`config.mk`:
```
export PLATFORM = sky130hd
export DESIGN_NAME = fp_divider_32bit_iter
export DESIGN_NICKNAME = d
export VERILOG_FILES = /design/src/rtl/fp_divider_32bit_iter.sv
export SDC_FILE = /design/constraint.sdc
export NUM_CORES = 1
export LEC_CHECK = 0
export ABC_AREA = 1
export BUFFER_PORTS_ARGS = -buffer_cell sky130_fd_sc_hd__buf_4
export CAP_MARGIN = 20
export CORE_MARGIN = 10
export CORE_UTILIZATION = 40
export DETAILED_ROUTE_END_ITERATION = 8
export GPL_TIMING_DRIVEN = 0
export RECOVER_POWER = 25
export SYNTH_ARGS = -nofsm -noshare
export SYNTH_HDL_FRONTEND = slang
export SYNTH_SLANG_ARGS = --single-unit
```
`constraint.sdc`:
```
create_clock -name clk_i -period 5.4 [get_ports clk_i]
set_input_delay 1.08 -clock clk_i [delete_from_list [all_inputs] [get_ports clk_i]]
set_output_delay 1.08 -clock clk_i [all_outputs]
set_load 0.02 [all_outputs]
```
`src/rtl/fp_divider_32bit_iter.sv`:
```
// Sequential IEEE-754 single-precision divider, result = a / b.
// The mantissas go through a 26-step restoring division, one quotient bit per
// cycle, and the operation always takes the same number of cycles.
// Numeric policy: an exponent below 96 counts as zero, rounding is round-half-up,
// results that are too large saturate, results that are too small flush to zero.
// There is no NaN, Inf or denormal handling.
//
// state | meaning
// ------+-------------------------------------------------------------
// IDLE  | waiting for start_i; done_o pulses here after a completed op
// CALC  | one restoring-division step per cycle, 26 steps in total
// FIN   | normalise, round, resolve special cases, register outputs
module fp_divider_32bit_iter (
    input  logic        clk_i,
    input  logic        rst_i,
    input  logic        start_i,
    input  logic [31:0] a_i,
    input  logic [31:0] b_i,
    output logic [31:0] result_o,
    output logic        done_o,
    output logic        busy_o,
    output logic        dz_o,
    output logic        ovf_o
);

    typedef enum logic [1:0] {IDLE, CALC, FIN} state_t;

    state_t       state_q;
    logic         s_q;
    logic [7:0]   ea_q;
    logic [7:0]   eb_q;
    logic [23:0]  mb_q;
    logic [25:0]  r_q;
    logic [25:0]  q_q;
    logic [4:0]   cnt_q;
    logic [31:0]  result_q;
    logic         done_q;
    logic         busy_q;
    logic         dz_q;
    logic         ovf_q;

    logic         ge;
    logic [25:0]  r_sub;
    logic [25:0]  r_d;
    logic [25:0]  q_d;

    logic [22:0]  m_raw;
    logic         rb;
    logic signed [9:0] e_norm;
    logic signed [9:0] e_fin;
    logic [23:0]  m_rnd;
    logic [22:0]  m_fin;
    logic [31:0]  result_d;
    logic         dz_d;
    logic         ovf_d;

    // One restoring step: subtract the divisor when it fits, then shift left.
    // The remainder stays below 2*mb, so 26 bits never overflow.
    always_comb begin
        ge    = (r_q >= {2'b00, mb_q});
        r_sub = r_q - {2'b00, mb_q};
        r_d   = ge ? {r_sub[24:0], 1'b0} : {r_q[24:0], 1'b0};
        q_d   = {q_q[24:0], ge};
    end

    // Normalise the quotient (it lies in [2^24, 2^26)), round, pick the result.
    always_comb begin
        if (q_q[25]) begin
            m_raw  = q_q[24:2];
            rb     = q_q[1];
            e_norm = 10'(ea_q) - 10'(eb_q) + 10'sd127;
        end else begin
            m_raw  = q_q[23:1];
            rb     = q_q[0];
            e_norm = 10'(ea_q) - 10'(eb_q) + 10'sd126;
        end
        m_rnd = {1'b0, m_raw} + 24'(rb);
        m_fin = m_rnd[23] ? 23'd0 : m_rnd[22:0];
        e_fin = e_norm + (m_rnd[23] ? 10'sd1 : 10'sd0);

        dz_d  = (eb_q < 8'd96);
        ovf_d = 1'b0;
        if (ea_q < 8'd96) begin
            result_d = 32'h0000_0000;
        end else if (eb_q < 8'd96) begin
            result_d = {s_q, 8'hFE, 23'h7FFFFF};
        end else if (e_fin >= 10'sd255) begin
            result_d = {s_q, 8'hFE, 23'h7FFFFF};
            ovf_d    = 1'b1;
        end else if (e_fin <= 10'sd0) begin
            result_d = 32'h0000_0000;
        end else begin
            result_d = {s_q, e_fin[7:0], m_fin};
        end
    end

    // Control FSM, datapath registers and registered outputs.
    always_ff @(posedge clk_i) begin
        if (rst_i) begin
            state_q  <= IDLE;
            s_q      <= 1'b0;
            ea_q     <= 8'd0;
            eb_q     <= 8'd0;
            mb_q     <= 24'd0;
            r_q      <= 26'd0;
            q_q      <= 26'd0;
            cnt_q    <= 5'd0;
            result_q <= 32'd0;
            done_q   <= 1'b0;
            busy_q   <= 1'b0;
            dz_q     <= 1'b0;
            ovf_q    <= 1'b0;
        end else begin
            unique case (state_q)
                IDLE: begin
                    done_q <= 1'b0;
                    if (start_i) begin
                        s_q     <= a_i[31] ^ b_i[31];
                        ea_q    <= a_i[30:23];
                        eb_q    <= b_i[30:23];
                        mb_q    <= {1'b1, b_i[22:0]};
                        r_q     <= {2'b01, a_i[22:0]};
                        q_q     <= 26'd0;
                        cnt_q   <= 5'd25;
                        busy_q  <= 1'b1;
                        state_q <= CALC;
                    end
                end
                CALC: begin
                    r_q <= r_d;
                    q_q <= q_d;
                    if (cnt_q == 5'd0) begin
                        state_q <= FIN;
                    end else begin
                        cnt_q <= cnt_q - 5'd1;
                    end
                end
                FIN: begin
                    result_q <= result_d;
                    dz_q     <= dz_d;
                    ovf_q    <= ovf_d;
                    done_q   <= 1'b1;
                    busy_q   <= 1'b0;
                    state_q  <= IDLE;
                end
                default: state_q <= IDLE;
            endcase
        end
    end

    assign result_o = result_q;
    assign done_o   = done_q;
    assign busy_o   = busy_q;
    assign dz_o     = dz_q;
    assign ovf_o    = ovf_q;

endmodule
```
==> results of run 1 <==
==> area by class of cell <==
cell class	count	area, µm²	share of cell area, %
repair buffers	101	619.3	6.189
well taps	270	337.8	3.376
multi-input cells	909	4800	47.96
plain buffers	49	232.7	2.326
clock buffers	19	442.9	4.426
inverters	169	634.4	6.339
flip-flops and latches	136	2723	27.21
clock inverters	13	217.7	2.176
==> worst min-delay path, stage by stage (launching register included) <==
cell and delay [ps]:
dfxtp_1 310, nand2_1 60, nand2_1 40
==> synth_stat cells (4+ instances only) <==
cell	number	share of area (%)
o32ai_1	11	1.1
nor2_2	5	0.37
inv_1	160	7.2
a31oi_1	4	0.30
nand4_1	18	1.3
o21ai_0	126	7.5
buf_2	6	0.36
nor2_1	98	4.4
nor3_1	6	0.36
inv_2	8	0.36
a21o_1	5	0.45
o22ai_1	15	1.1
nand2_1	294	13
o211ai_1	11	0.98
xor2_1	23	2.4
nand2_2	7	0.52
a21oi_1	126	7.5
dfxtp_1	136	32
nand3_1	50	3.0
clkbuf_1	33	1.5
ha_1	41	6.1
buf_6	4	0.54
xnor2_1	14	1.5
o21ai_1	22	1.3
nor4_1	4	0.30
==> metrics by stage <==
| step | worst slack (ps) | power [mW] |
|---|---|---|
| after floorplan | 1740 | 2.128 |
| after global placement | 864.6 | 2.449 |
| after detailed placement | 844.2 | 2.458 |
| after CTS | 828.0 | 3.782 |
| after global routing | 246.4 | 4.010 |
| final | 809.7 | 3.762 |
==> power by group <==
group	internal (mW)	switching [mW]
Combinational	0.454	0.869
Sequential	1.08	0.0434
Clock	0.839	0.478
==> per-layer routing <==
layer | part of all wire [%] | wire length [µm] | track usage [%] | vias up
li1 | - | - | - | 4407
met1 | 50 | 12310 | 24.65 | 3788
met2 | 45 | 11110 | 30.01 | 162
met3 | 5.0 | 1238 | 4.008 | 17
met4 | 0.81 | 202 | 3.663 | 0
met5 | 0 | 0 | 0 | -
==> worst min-delay path by stage <==
stage	end	slack (ps)	cells past startpoint
final	result_o[18]$_SDFFE_PP0P_	450	2
after global routing	result_o[27]$_SDFFE_PP0P_	470	2
after CTS	result_o[18]$_SDFFE_PP0P_	460	2
after detailed placement	result_o[30]$_SDFFE_PP0P_	440	2
after global placement	result_o[18]$_SDFFE_PP0P_	440	2
after floorplan	eb_q[1]$_SDFFE_PP0P_	430	2
==> kinds of logic (layout without fill, tap and decap cells) <==
group,Yosys count,after routing
fa+ha+maj,42,42
simple gates,499,499
xor+xnor,37,37
compound gates,331,331
flops,136,136
buf+inv,218,351
==> state kept, by name, indices dropped and copies added, names as in the netlist <==
signal    flops
mb_q         24
ea_q          8
r_q          26
dz_o          1
ovf_o         1
state_q       2
s_q           1
done_o        1
result_o     32
q_q          26
busy_o        1
eb_q          8
cnt_q         5
==> impl_metrics.py, run 1 <==
metrics = {
    "run_status": {
        "status": "complete, no violations",
    },
    "min_path": {
        "hp-class": "flip-flop to flip-flop",
        "hold_path.startpoint": "result_o[18]$_SDFFE_PP0P_",
    },
    "die": {
        "design.die.area_mm2": 0.02717,
        "coreArea_mm2": 0.02043,
        "die_x_um": 164.8,
        "die_y_um": 164.8,
        "initial_core_util_pct": 41.06,
        "rows": 52,
        "ios": 103,
    },
    "critical_path": {
        "worst-path-buf-inv": 4,
        "worst-endpoint-arrival_ps": 4910,
        "r2r_start": "q_q[25]$_SDFFE_PP0P_",
        "critical-path-top-delay-family": "simple AND/OR/NAND/NOR gates",
        "crit_top_cell": "nand2_1",
        "reg2reg_to": "result_o[11]$_SDFFE_PP0P_",
        "crit_type": "flip-flop to flip-flop",
        "rr_worst_depth": 30,
        "cpMaxStageDelayCell": "clkbuf_1",
        "path_depth": 30,
        "endpoint_kind": "flip-flop",
        "critPathLaunchType": "flip-flop",
        "crit_fanout": 10,
        "startpoint": "q_q[25]$_SDFFE_PP0P_",
        "cpPeakStageDelay_ps": 400,
        "rrSetupSlack_ps": 810,
        "cp.required_ps": 5720,
        "crit_end": "result_o[11]$_SDFFE_PP0P_",
    },
    "sta": {
        "tns_ps": 0,
        "finalHoldViolCount": 0,
        "clock_skew_ps": 12.06,
        "grt_setup_unrepaired": "false",
        "slew_violations": 0,
        "setup-violations-final": 0,
        "whs_ps": 449.3,
        "worst_pin_slew_ps": 807.1,
        "slew_headroom_pct": 46.00,
        "finalCriticalPeriod_ps": 4590,
        "clock.fmax_mhz": 217.9,
        "fin_crit_sh_pct": 85.01,
    },
    "routing": {
        "first_iter_violations": 440,
        "drcViolationCount": 0,
        "ant_nets": 0,
        "dr.pass1.iters": 4,
        "vias": 8374,
        "detail_route.wirelength_mm": 24.86,
        "wl_per_cell_um": 14.92,
        "vias_per_cell": 5.026,
    },
    "yosys": {
        "syn_inst": 1263,
        "syn_area_mm2": 0.008389,
        "ys.flop_type": "dfxtp_1",
        "synth_top_family_by_area": "simple AND/OR/NAND/NOR gates",
        "yosys.area_share.xor_xnor_pct": 3.863,
        "avgSynthCellArea_um2": 6.642,
        "ys_ff_latch": 136,
        "synth.distinct_cells": 47,
        "synth-edff-count": 0,
        "yosys_warnings": 0,
        "synthSimpleGateAreaFrac_pct": 25.53,
        "synthAdderAreaFrac_pct": 6.353,
        "async_flop_share_pct": 0,
        "synth_mux_area_share_pct": 0,
        "synth_compound_area_share_pct": 21.46,
        "syn-num-nets": 1372,
        "ys_seq_area_share_pct": 32.45,
    },
    "clocking": {
        "cts_sinks": 136,
        "cts_resized": 0,
        "clock_latency_ps": 420,
        "cts_root_buffer": "clkbuf_16",
        "cts_tree": "yes",
        "cts_buffer_depth": 2,
        "ctsHoldBuffers": 0,
        "cts_buffers": 17,
        "path_clk_slew_ps": 60,
        "cts_htree_levels": 4,
        "postCtsSetupRepairBufs": 0,
    },
    "placement": {
        "post-place-cells": 1634,
        "place_congestion": 0.9114,
        "portBuffers": 101,
        "dp_hpwl_mm": 19.47,
        "placed_area_mm2": 0.009485,
    },
    "global_routing": {
        "antenna_found_initial": 0,
        "grt_pass1_vias": 8170,
        "grt_pass1_wl_mm": 40.74,
        "grt_max_degree": 17,
        "grt_overflow_total": 0,
        "track_usage_pct": 18.46,
    },
    "cells_and_area": {
        "final_nets": 1492,
        "antenna_cells": 0,
        "n_fill_cell": 2200,
        "area_growth_pct": 19.28,
        "final_common_cell": "nand2_1",
        "fin_cells": 1666,
        "fin_area_mm2": 0.01001,
        "mostFrequentLayoutCells": "294 x nand2_1, 160 x inv_1, 136 x dfxtp_1",
        "final_util_pct": 48.98,
        "drive_above_1_share_pct": 10.10,
    },
    "power": {
        "power_density_mw_per_mm2": 376.0,
        "irDropWorstVdd_mv": 0.2114,
        "p_leak_nw": 4.381,
    },
    "run": {
        "cap_violations": 0,
    },
}
(Power assumes the default switching activity.)
==> run 2: changes to the inputs <==
--- a/config.mk
+++ b/config.mk
@@ -10,6 +10,9 @@
 export CAP_MARGIN = 20
+export CELL_PAD_IN_SITES_DETAIL_PLACEMENT = 1
+export CELL_PAD_IN_SITES_GLOBAL_PLACEMENT = 2
 export CORE_MARGIN = 10
-export CORE_UTILIZATION = 40
+export CORE_UTILIZATION = 35
 export DETAILED_ROUTE_END_ITERATION = 8
 export GPL_TIMING_DRIVEN = 0
+export PLACE_DENSITY_LB_ADDON = 0.1
 export RECOVER_POWER = 25
--- a/constraint.sdc
+++ b/constraint.sdc
@@ -3,2 +3,2 @@
 set_output_delay 1.08 -clock clk_i [all_outputs]
-set_load 0.02 [all_outputs]
+set_load 0.05 [all_outputs]
==> impl_metrics.py, run 2 (same netlist as run 1, synthesis figures left out) <==
metrics = {
    "run_status": {
        "status": "complete, no violations",
    },
    "sta": {
        "worst_pin_slew_ps": 1015,
        "slew_violations": 0,
        "fin_ws_ps": 647.6,
        "finalCriticalPeriod_ps": 4752,
        "clock.fmax_mhz": 210.4,
        "setup-violations-final": 0,
        "grt_setup_unrepaired": "false",
        "clock_skew_ps": 12.72,
        "slew_headroom_pct": 31.65,
        "tns_ps": 0,
        "finalHoldViolCount": 0,
        "whs_ps": 449.5,
        "fin_crit_sh_pct": 88.01,
    },
    "routing": {
        "wl_per_cell_um": 16.41,
        "ant_nets": 0,
        "dr.pass1.iters": 4,
        "vias": 8573,
        "detail_route.wirelength_mm": 28.14,
        "drcViolationCount": 0,
        "vias_per_cell": 4.999,
        "first_iter_violations": 356,
    },
    "power": {
        "finalPower_mw": 3.800,
        "irDropWorstVdd_mv": 0.1767,
        "power_density_mw_per_mm2": 377.9,
        "p_leak_nw": 4.375,
    },
    "die": {
        "rows": 56,
        "die_x_um": 174.8,
        "coreArea_mm2": 0.02354,
        "initial_core_util_pct": 35.63,
        "design.die.area_mm2": 0.03056,
        "ios": 103,
        "die_y_um": 174.8,
    },
    "critical_path": {
        "crit_fanout": 10,
        "worst-endpoint-arrival_ps": 5060,
        "cp.required_ps": 5710,
        "rrSetupSlack_ps": 650,
        "rr_worst_depth": 30,
        "crit_top_cell": "nand2_1",
        "crit_type": "flip-flop to flip-flop",
        "cpPeakStageDelay_ps": 430,
        "reg2reg_to": "result_o[21]$_SDFFE_PP0P_",
        "r2r_start": "q_q[25]$_SDFFE_PP0P_",
        "cpMaxStageDelayCell": "clkbuf_1",
        "critPathLaunchType": "flip-flop",
        "endpoint_kind": "flip-flop",
    },
    "cells_and_area": {
        "n_fill_cell": 3150,
        "antenna_cells": 0,
        "final-seq-area_mm2": 0.002723,
        "multi_input_area_mm2": 0.004800,
        "final_common_cell": "nand2_1",
        "area_growth_pct": 19.88,
        "final_nets": 1492,
        "largest_reg_flops": 32,
        "fin_cells": 1715,
        "mostFrequentLayoutCells": "294 x nand2_1, 160 x inv_1, 136 x dfxtp_1",
        "drive_above_1_share_pct": 10.10,
    },
    "placement": {
        "pre_cts_ws_ps": 566.6,
        "dp_hpwl_mm": 22.61,
        "post-place-cells": 1683,
        "portBuffers": 101,
        "place_congestion": 0.8549,
    },
    "clocking": {
        "cts_buffer_depth": 2,
        "path_clk_slew_ps": 60,
        "clock_latency_ps": 420,
        "cts_sinks": 136,
        "cts_root_buffer": "clkbuf_16",
        "postCtsSetupRepairBufs": 0,
        "cts_htree_levels": 4,
        "ctsHoldBuffers": 0,
        "cts_resized": 0,
        "cts_tree": "yes",
        "cts_buffers": 17,
    },
    "global_routing": {
        "grt_pass1_vias": 8861,
        "antenna_found_initial": 1,
        "grt_pass1_wl_mm": 45.79,
        "busiest_layer": "met2",
        "track_usage_pct": 18.25,
        "grt.met2_usage_pct": 32.33,
        "grtUsageMet1_pct": 22.37,
        "met3_usage_pct": 3.406,
        "grt_max_degree": 17,
        "grt_overflow_total": 0,
    },
    "min_path": {
        "hold-path-cell-count": 2,
        "hold_end": "result_o[16]$_SDFFE_PP0P_",
        "hold_path.startpoint": "result_o[16]$_SDFFE_PP0P_",
        "hp-class": "flip-flop to flip-flop",
    },
    "run": {
        "cap_violations": 0,
    },
}
-- run 2: worst max path at each step --
stage,start,endpoint,slack (ps)
floorplan,q_q[25]$_SDFFE_PP0P_,result_o[15]$_SDFFE_PP0P_,1740
global placement,q_q[25]$_SDFFE_PP0P_,result_o[21]$_SDFFE_PP0P_,540
detailed placement,q_q[25]$_SDFFE_PP0P_,result_o[15]$_SDFFE_PP0P_,570
CTS,q_q[25]$_SDFFE_PP0P_,result_o[15]$_SDFFE_PP0P_,560
global route,q_q[25]$_SDFFE_PP0P_,result_o[25]$_SDFFE_PP0P_,120
finish,q_q[25]$_SDFFE_PP0P_,result_o[21]$_SDFFE_PP0P_,650
-- run 2: critical path: cells and delay by family, from the launching register on --
kind	cells	cell delay, ps
AND/OR/NAND/NOR	20	2300
AO/OA/AOI/OAI	3	430
adder cells (fa/ha/maj)	3	660
flip-flops	1	300
buffers and inverters	4	950
-- run 2: area by class of cell --
| type | instances | area share [%] |
|---|---|---|
| Clock buffer | 22 | 4.815 |
| Clock inverter | 10 | 1.642 |
| Tap cell | 319 | 3.969 |
| Sequential cell | 136 | 27.07 |
| Timing Repair Buffer | 101 | 6.158 |
| Buffer | 49 | 2.314 |
| Multi-Input combinational cell | 909 | 47.72 |
| Inverter | 169 | 6.308 |
-- run 2: stage by stage --
stage	utilization, %	area (µm²)
2_1_floorplan	-	8389
3_3_place_gp	40.55	9547
3_5_place_dp	40.55	9547
4_1_cts	43.31	10200
5_1_grt	42.72	10060
6_report	42.72	10060
-- run 2: power by group --
group / internal (mW) / total [mW] / switching (mW)
clock network: 0.825 / 1.28 / 0.457
registers: 1.08 / 1.12 / 0.0443
logic: 0.457 / 1.40 / 0.939
total: 2.36 / 3.80 / 1.44
-- run 2: metal layers --
layer / vias up / share of wire [%]
met5: - / 0.046
met4: 2 / 1.1
met2: 123 / 49
met1: 4023 / 48
li1: 4401 / -
met3: 24 / 2.5
